### config.mk
export PLATFORM = sky130hd
export DESIGN_NAME = mips_mem_unit_flat
export DESIGN_NICKNAME = d
export VERILOG_FILES = /design/src/rtl/mips_mem_unit_if.sv /design/src/rtl/mips_mem_unit.sv /design/src/flat_wrapper.sv
export SDC_FILE = /design/constraint.sdc
export NUM_CORES = 1
export LEC_CHECK = 0
export BUFFER_PORTS_ARGS = -buffer_cell sky130_fd_sc_hd__buf_2
export CAP_MARGIN = 20
export CORE_UTILIZATION = 49
export DETAILED_ROUTE_END_ITERATION = 10
export GPL_TIMING_DRIVEN = 0
export PLACE_DENSITY = 0.79
export SYNTH_ARGS = -nofsm -noshare
export SYNTH_HDL_FRONTEND = slang
export SYNTH_SLANG_ARGS = --single-unit
### constraint.sdc
create_clock -name clk -period 3.85 [get_ports clk]
set_input_delay 0.385 -clock clk [delete_from_list [all_inputs] [get_ports clk]]
set_output_delay 0.385 -clock clk [all_outputs]
set_load 0.1 [all_outputs]
### src/rtl/mips_mem_unit_if.sv
// Core-side request/response and memory-side bus of the MIPS memory-access unit.
// The unit connects through the slave modport; the core/memory side uses master.
interface mips_mem_unit_if #(
    parameter int ADDR_WIDTH = 16
);
    logic                  req_valid;
    logic                  req_ready;
    logic                  req_write;
    logic [1:0]            req_mode;
    logic                  req_unsigned;
    logic [ADDR_WIDTH-1:0] req_addr;
    logic [31:0]           req_wdata;
    logic                  rsp_valid;
    logic [31:0]           rsp_rdata;
    logic                  rsp_err;
    logic                  stall;
    logic                  mem_req;
    logic                  mem_we;
    logic [ADDR_WIDTH-1:0] mem_addr;
    logic [3:0]            mem_be;
    logic [31:0]           mem_wdata;
    logic [31:0]           mem_rdata;
    logic                  mem_ack;

    modport slave (
        input  req_valid, req_write, req_mode, req_unsigned, req_addr, req_wdata,
        output req_ready, rsp_valid, rsp_rdata, rsp_err, stall,
        output mem_req, mem_we, mem_addr, mem_be, mem_wdata,
        input  mem_rdata, mem_ack
    );

    modport master (
        output req_valid, req_write, req_mode, req_unsigned, req_addr, req_wdata,
        input  req_ready, rsp_valid, rsp_rdata, rsp_err, stall,
        input  mem_req, mem_we, mem_addr, mem_be, mem_wdata,
        output mem_rdata, mem_ack
    );
endinterface

### src/rtl/mips_mem_unit.sv
// Load/store unit: one request at a time to a variable-latency memory, with byte lanes,
// extension, misalignment and timeout errors. Zero-wait access returns to idle in 3 cycles.
module mips_mem_unit #(
    parameter int ADDR_WIDTH = 16,
    parameter int TIMEOUT    = 16
) (
    input  logic            clk,
    input  logic            reset,
    mips_mem_unit_if.slave  bus
);
    localparam int CW = (TIMEOUT > 0) ? $clog2(TIMEOUT + 1) : 1;

    typedef enum logic [1:0] {IDLE, ACCESS, RESP} state_t;

    state_t                state, state_nxt;
    logic [CW-1:0]         cnt;
    logic                  write_q;
    logic [1:0]            mode_q;
    logic                  uns_q;
    logic [1:0]            lane_q;
    logic [3:0]            be_q;
    logic [ADDR_WIDTH-1:0] mem_addr_q;
    logic [31:0]           mem_wdata_q;
    logic [31:0]           rsp_rdata_q;
    logic                  rsp_err_q;

    logic                  bad_req;
    logic                  timed_out;
    logic [3:0]            be_calc;
    logic [31:0]           wdata_calc;
    logic [31:0]           load_data;
    logic [15:0]           half_sel;
    logic [7:0]            byte_sel;

    assign bad_req = (bus.req_mode == 2'b11)
                  || (bus.req_mode == 2'b00 && bus.req_addr[1:0] != 2'b00)
                  || (bus.req_mode == 2'b01 && bus.req_addr[0]);

    assign timed_out = (TIMEOUT != 0) && !bus.mem_ack && (cnt == CW'(TIMEOUT - 1));

    always_ff @(posedge clk or posedge reset) begin
        if (reset) state <= IDLE;
        else       state <= state_nxt;
    end

    always_comb begin
        state_nxt = state;
        case (state)
            IDLE:    if (bus.req_valid) state_nxt = bad_req ? RESP : ACCESS;
            ACCESS:  if (bus.mem_ack || timed_out) state_nxt = RESP;
            RESP:    state_nxt = IDLE;
            default: state_nxt = IDLE;
        endcase
    end

    always_comb begin
        be_calc    = 4'b1111;
        wdata_calc = bus.req_wdata;
        case (bus.req_mode)
            2'b01: begin
                be_calc    = bus.req_addr[1] ? 4'b1100 : 4'b0011;
                wdata_calc = {2{bus.req_wdata[15:0]}};
            end
            2'b10: begin
                be_calc    = 4'b0001 << bus.req_addr[1:0];
                wdata_calc = {4{bus.req_wdata[7:0]}};
            end
            default: ;
        endcase
    end

    // Lane extraction uses the captured address, not the live request port.
    assign half_sel = bus.mem_rdata[16*lane_q[1] +: 16];
    assign byte_sel = bus.mem_rdata[8*lane_q +: 8];

    always_comb begin
        load_data = bus.mem_rdata;
        case (mode_q)
            2'b01:   load_data = {{16{half_sel[15] & ~uns_q}}, half_sel};
            2'b10:   load_data = {{24{byte_sel[7] & ~uns_q}}, byte_sel};
            default: ;
        endcase
    end

    always_ff @(posedge clk or posedge reset) begin
        if (reset) begin
            cnt         <= '0;
            write_q     <= 1'b0;
            mode_q      <= 2'b00;
            uns_q       <= 1'b0;
            lane_q      <= 2'b00;
            be_q        <= 4'b0000;
            mem_addr_q  <= '0;
            mem_wdata_q <= '0;
            rsp_rdata_q <= '0;
            rsp_err_q   <= 1'b0;
        end else begin
            case (state)
                IDLE: if (bus.req_valid) begin
                    write_q     <= bus.req_write;
                    mode_q      <= bus.req_mode;
                    uns_q       <= bus.req_unsigned;
                    lane_q      <= bus.req_addr[1:0];
                    cnt         <= '0;
                    rsp_rdata_q <= '0;
                    rsp_err_q   <= bad_req;
                    if (!bad_req) begin
                        be_q        <= be_calc;
                        mem_addr_q  <= {bus.req_addr[ADDR_WIDTH-1:2], 2'b00};
                        mem_wdata_q <= wdata_calc;
                    end
                end
                ACCESS: begin
                    if (bus.mem_ack) begin
                        rsp_err_q   <= 1'b0;
                        rsp_rdata_q <= write_q ? 32'h0 : load_data;
                    end else if (timed_out) begin
                        rsp_err_q   <= 1'b1;
                        rsp_rdata_q <= 32'h0;
                    end else if (TIMEOUT != 0) begin
                        cnt <= cnt + 1'b1;
                    end
                end
                default: ;
            endcase
        end
    end

    // Decoded from state so reset drops the memory request asynchronously.
    assign bus.req_ready = (state == IDLE);
    assign bus.stall     = (state == ACCESS);
    assign bus.mem_req   = (state == ACCESS);
    assign bus.mem_we    = (state == ACCESS) && write_q;
    assign bus.mem_be    = (state == ACCESS) ? be_q : 4'b0000;
    assign bus.mem_addr  = mem_addr_q;
    assign bus.mem_wdata = mem_wdata_q;
    assign bus.rsp_valid = (state == RESP);
    assign bus.rsp_rdata = rsp_rdata_q;
    assign bus.rsp_err   = rsp_err_q;
endmodule

### src/flat_wrapper.sv
// flat-port wrapper written by rule: the top's interface ports become plain ports
module mips_mem_unit_flat 
#(
    parameter int ADDR_WIDTH = 16,
    parameter int TIMEOUT    = 16
)
  (clk, reset, bus_req_valid, bus_req_write, bus_req_mode, bus_req_unsigned, bus_req_addr, bus_req_wdata, bus_req_ready, bus_rsp_valid, bus_rsp_rdata, bus_rsp_err, bus_stall, bus_mem_req, bus_mem_we, bus_mem_addr, bus_mem_be, bus_mem_wdata, bus_mem_rdata, bus_mem_ack);
  mips_mem_unit_if #(.ADDR_WIDTH(ADDR_WIDTH)) bus_i ();
  input  logic clk;
  input  logic reset;
  input wire logic [$bits(bus_i.req_valid)-1:0] bus_req_valid;
  input wire logic [$bits(bus_i.req_write)-1:0] bus_req_write;
  input wire logic [$bits(bus_i.req_mode)-1:0] bus_req_mode;
  input wire logic [$bits(bus_i.req_unsigned)-1:0] bus_req_unsigned;
  input wire logic [$bits(bus_i.req_addr)-1:0] bus_req_addr;
  input wire logic [$bits(bus_i.req_wdata)-1:0] bus_req_wdata;
  output wire logic [$bits(bus_i.req_ready)-1:0] bus_req_ready;
  output wire logic [$bits(bus_i.rsp_valid)-1:0] bus_rsp_valid;
  output wire logic [$bits(bus_i.rsp_rdata)-1:0] bus_rsp_rdata;
  output wire logic [$bits(bus_i.rsp_err)-1:0] bus_rsp_err;
  output wire logic [$bits(bus_i.stall)-1:0] bus_stall;
  output wire logic [$bits(bus_i.mem_req)-1:0] bus_mem_req;
  output wire logic [$bits(bus_i.mem_we)-1:0] bus_mem_we;
  output wire logic [$bits(bus_i.mem_addr)-1:0] bus_mem_addr;
  output wire logic [$bits(bus_i.mem_be)-1:0] bus_mem_be;
  output wire logic [$bits(bus_i.mem_wdata)-1:0] bus_mem_wdata;
  input wire logic [$bits(bus_i.mem_rdata)-1:0] bus_mem_rdata;
  input wire logic [$bits(bus_i.mem_ack)-1:0] bus_mem_ack;
  assign bus_i.req_valid = bus_req_valid;
  assign bus_i.req_write = bus_req_write;
  assign bus_i.req_mode = bus_req_mode;
  assign bus_i.req_unsigned = bus_req_unsigned;
  assign bus_i.req_addr = bus_req_addr;
  assign bus_i.req_wdata = bus_req_wdata;
  assign bus_req_ready = bus_i.req_ready;
  assign bus_rsp_valid = bus_i.rsp_valid;
  assign bus_rsp_rdata = bus_i.rsp_rdata;
  assign bus_rsp_err = bus_i.rsp_err;
  assign bus_stall = bus_i.stall;
  assign bus_mem_req = bus_i.mem_req;
  assign bus_mem_we = bus_i.mem_we;
  assign bus_mem_addr = bus_i.mem_addr;
  assign bus_mem_be = bus_i.mem_be;
  assign bus_mem_wdata = bus_i.mem_wdata;
  assign bus_i.mem_rdata = bus_mem_rdata;
  assign bus_i.mem_ack = bus_mem_ack;
  mips_mem_unit #(.ADDR_WIDTH(ADDR_WIDTH), .TIMEOUT(TIMEOUT)) u_core (.clk(clk), .reset(reset), .bus(bus_i));
endmodule
==> summary.txt <==
Timing
  • PnR worst setup slack: 1.47 ns
  • Highest Clock Rate: 0.420 GHz
  • Slew margin rel.: 61.3%
  • Final Hold Viols: 0
  • Setup_tns: 0 ns
  • Final setup fails: 0
  • Minimum clock period: 2.38 ns
  • Clk_skew: 0.0171 ns
  • Worst Max-Slew Pin Slew: 0.581 ns
  • Final Cycle Share: 61.8%
  • Unrepaired setup endpoints after global routing: false
  • Max-slew violations: 0

Logic synthesis
  • EDFF count, synth: 0
  • Syn Std Cell Area: 4590 sq um
  • Post-Syn Instances: 422
  • Top-count cell post-synth: dfrtp_1
  • Yosys top cell area share: 52.4%
  • Post-synth top cells: 96 x dfrtp_1, 50 x o21ai_0, 42 x nand2_1
  • Distinct cells, synth: 37
  • FF+latch count, synth: 96
  • Sequential share of the synthesized area: 52.4%
  • Synth async-reset ratio: 100%
  • Yosys warning count: 0
  • Syn avg cell area: 10.9 sq um
  • Synth area leader: dfrtp_1
  • Post-synth top flop: dfrtp_1
  • Top cells by area, synth: dfrtp_1 52%, mux2_2 9.3%, a221o_1 6.8%

Floorplanning
  • Core area: 8890 sq um
  • Die height: 98.8 microns
  • Starting density of the core: 51.6%
  • Die area: 9750 sq um
  • Die Width: 98.8 microns
  • Io pins: 178
  • Num rows: 34

Global route
  • Largest net degree at the start of global routing: 72
  • Remaining Overflow, GRT: 0
  • Total track usage: 25.4%
  • Vias in the first global route: 3,965
  • First-pass GRT wire length: 19,300 microns
  • Initial antenna violation count: 0

Cells and area
  • Area growth syn-to-layout: 27.2%
  • N_diodes: 0
  • Layout Nets: 707
  • Design Area, Final: 5840 sq um
  • Fraction of layout cells with a size suffix above 1: 40.3%

CTS
  • CTS root buffer: clkbuf_8
  • Post-CTS setup buffers: 0
  • Clock sinks: 96
  • Resized Gates After CTS: 0
  • H-tree levels: 3
  • Worst-path clk slew: 0.09 ns
  • CTS tree: built
  • Clk Latency, worst-skew pair: 0.36 ns
  • Post-CTS Hold Buffers: 1
  • Clock Tree Buf Depth: 2
  • CTS Buf Count: 9

Routing
  • Antenna viol nets, final: 0
  • DR vias/cell: 5.57
  • 1st-iter DRT viols: 201
  • Drt first pass iters: 5
  • Routed len/inst: 16.6 microns
  • Drt drc: 0
  • Final wirelength: 12,000 microns
  • Total number of vias: 4,026

Place
  • Gpl congestion: 0.931
  • Dpl cell area: 5630 sq um
  • DP Worst Slack: 1.51 ns
  • DP HPWL: 9180 microns
  • Port Buf Inserts: 175

Worst setup path
  • CP required: 4.14 ns
  • Endpoint type of the worst setup path: flop
  • R2R setup slack: 1.47 ns
  • Crit Path Max Fanout: 10
  • Critical path type: reg -> reg
  • Critical Path AT: 2.67 ns
  • CP Launch Type: flop

Status
  • Outcome: finished clean

Hold path
  • Hold/Removal Path Class: in -> reg

Run
  • Max-cap violations: 0
## layer usage
metal | up-vias | wire (microns) | global-route usage (%)
li1 | 1899 | - | -
met1 | 1917 | 5000 | 31.3
met2 | 182 | 5760 | 42.7
met3 | 28 | 863 | 5.39
met4 | 0 | 372 | 12.2
met5 | - | 0 | 0
## registers in the layout (all words and copies together), names as in the netlist
register and cells:
u_core.bus.mem_wdata 32, u_core.bus.rsp_rdata 32, u_core.bus.mem_addr 14, u_core.cnt 5, u_core.be_q 4, u_core.lane_q 2
u_core.mode_q 2, u_core.state 2, u_core.bus.rsp_err 1, u_core.uns_q 1, u_core.write_q 1
## cell type report
cell class | instances | area (sq um)
Timing Repair Buffer | 177 | 913
Clock inverter | 5 | 57.6
Inverter | 18 | 70.1
Sequential cell | 96 | 2400
Buffer | 37 | 189
Fill cell | 715 | 3050
Multi-Input combinational cell | 272 | 1930
Clock buffer | 10 | 138
Tap cell | 108 | 135
## worst max-delay path: stages (launching register included)
cell      delay [ns]
dfrtp_1         0.42
ha_1            0.22
and3_1          0.19
ha_1            0.19
nor2_1          0.15
a211o_1         0.14
clkbuf_1        0.35
clkbuf_1        0.43
a22o_1          0.23
## through the flow
step,std cells,utilization (%),hold slack [ns]
after CTS,723,65.7,0.236
after global placement,706,63.0,0.458
after detailed placement,707,63.4,0.384
final,723,65.7,0.253
after floorplan,423,-,0.441
after global routing,723,65.7,0.235
## final timing paths
kind | start | endpoint | cells past startpoint
setup / recovery | u_core.cnt[0] | u_core.bus.rsp_rdata[15] | 8
hold / removal | bus_req_unsigned | u_core.uns_q | 2
setup reg to reg | u_core.cnt[0] | u_core.bus.rsp_rdata[15] | 8
hold reg to reg | u_core.be_q[2] | u_core.be_q[2] | 1
max in group asynchronous | reset | u_core.write_q | 4
min in group asynchronous | reset | u_core.bus.rsp_rdata[21] | 3
## cell families after synthesis
logic type	count (synthesis)	synth area share, %
AOI/OAI and AO/OA	144	21.6
xor gates and xnor gates	2	0.382
adders and majority gates	8	2.18
buffers and inverters	55	5.59
DFF	96	52.4
muxes	38	9.33
other	1	0.0817
and+or+nand+nor	78	8.45
## cell usage in the layout (no fill, tap or decap), drive strengths merged
cell and n:
bufinv 1, a21oi 29, a22oi 9, clkbuf 33, or2 1, inv 18
xor2 2, mux2 38, and3 1, a211o 2, nand4bb 1, a22o 8
nor2b 4, dfrtp 96, and2 8, a31oi 1, a221o 31, buf 190
nand2b 1, clkinvlp 3, nor3b 8, o21bai 1, conb 2, a221oi 1
ha 8, nor2 9, a211oi 1, nand2 42, nand4 1, dlygate4sd3 1
o21ai 50, or3b 1, nor4b 1, o211ai 8, a21o 3, clkinv 1
Power is not shown: default switching activity piles up to over one toggle a cycle in this logic, so the estimate is an artifact.
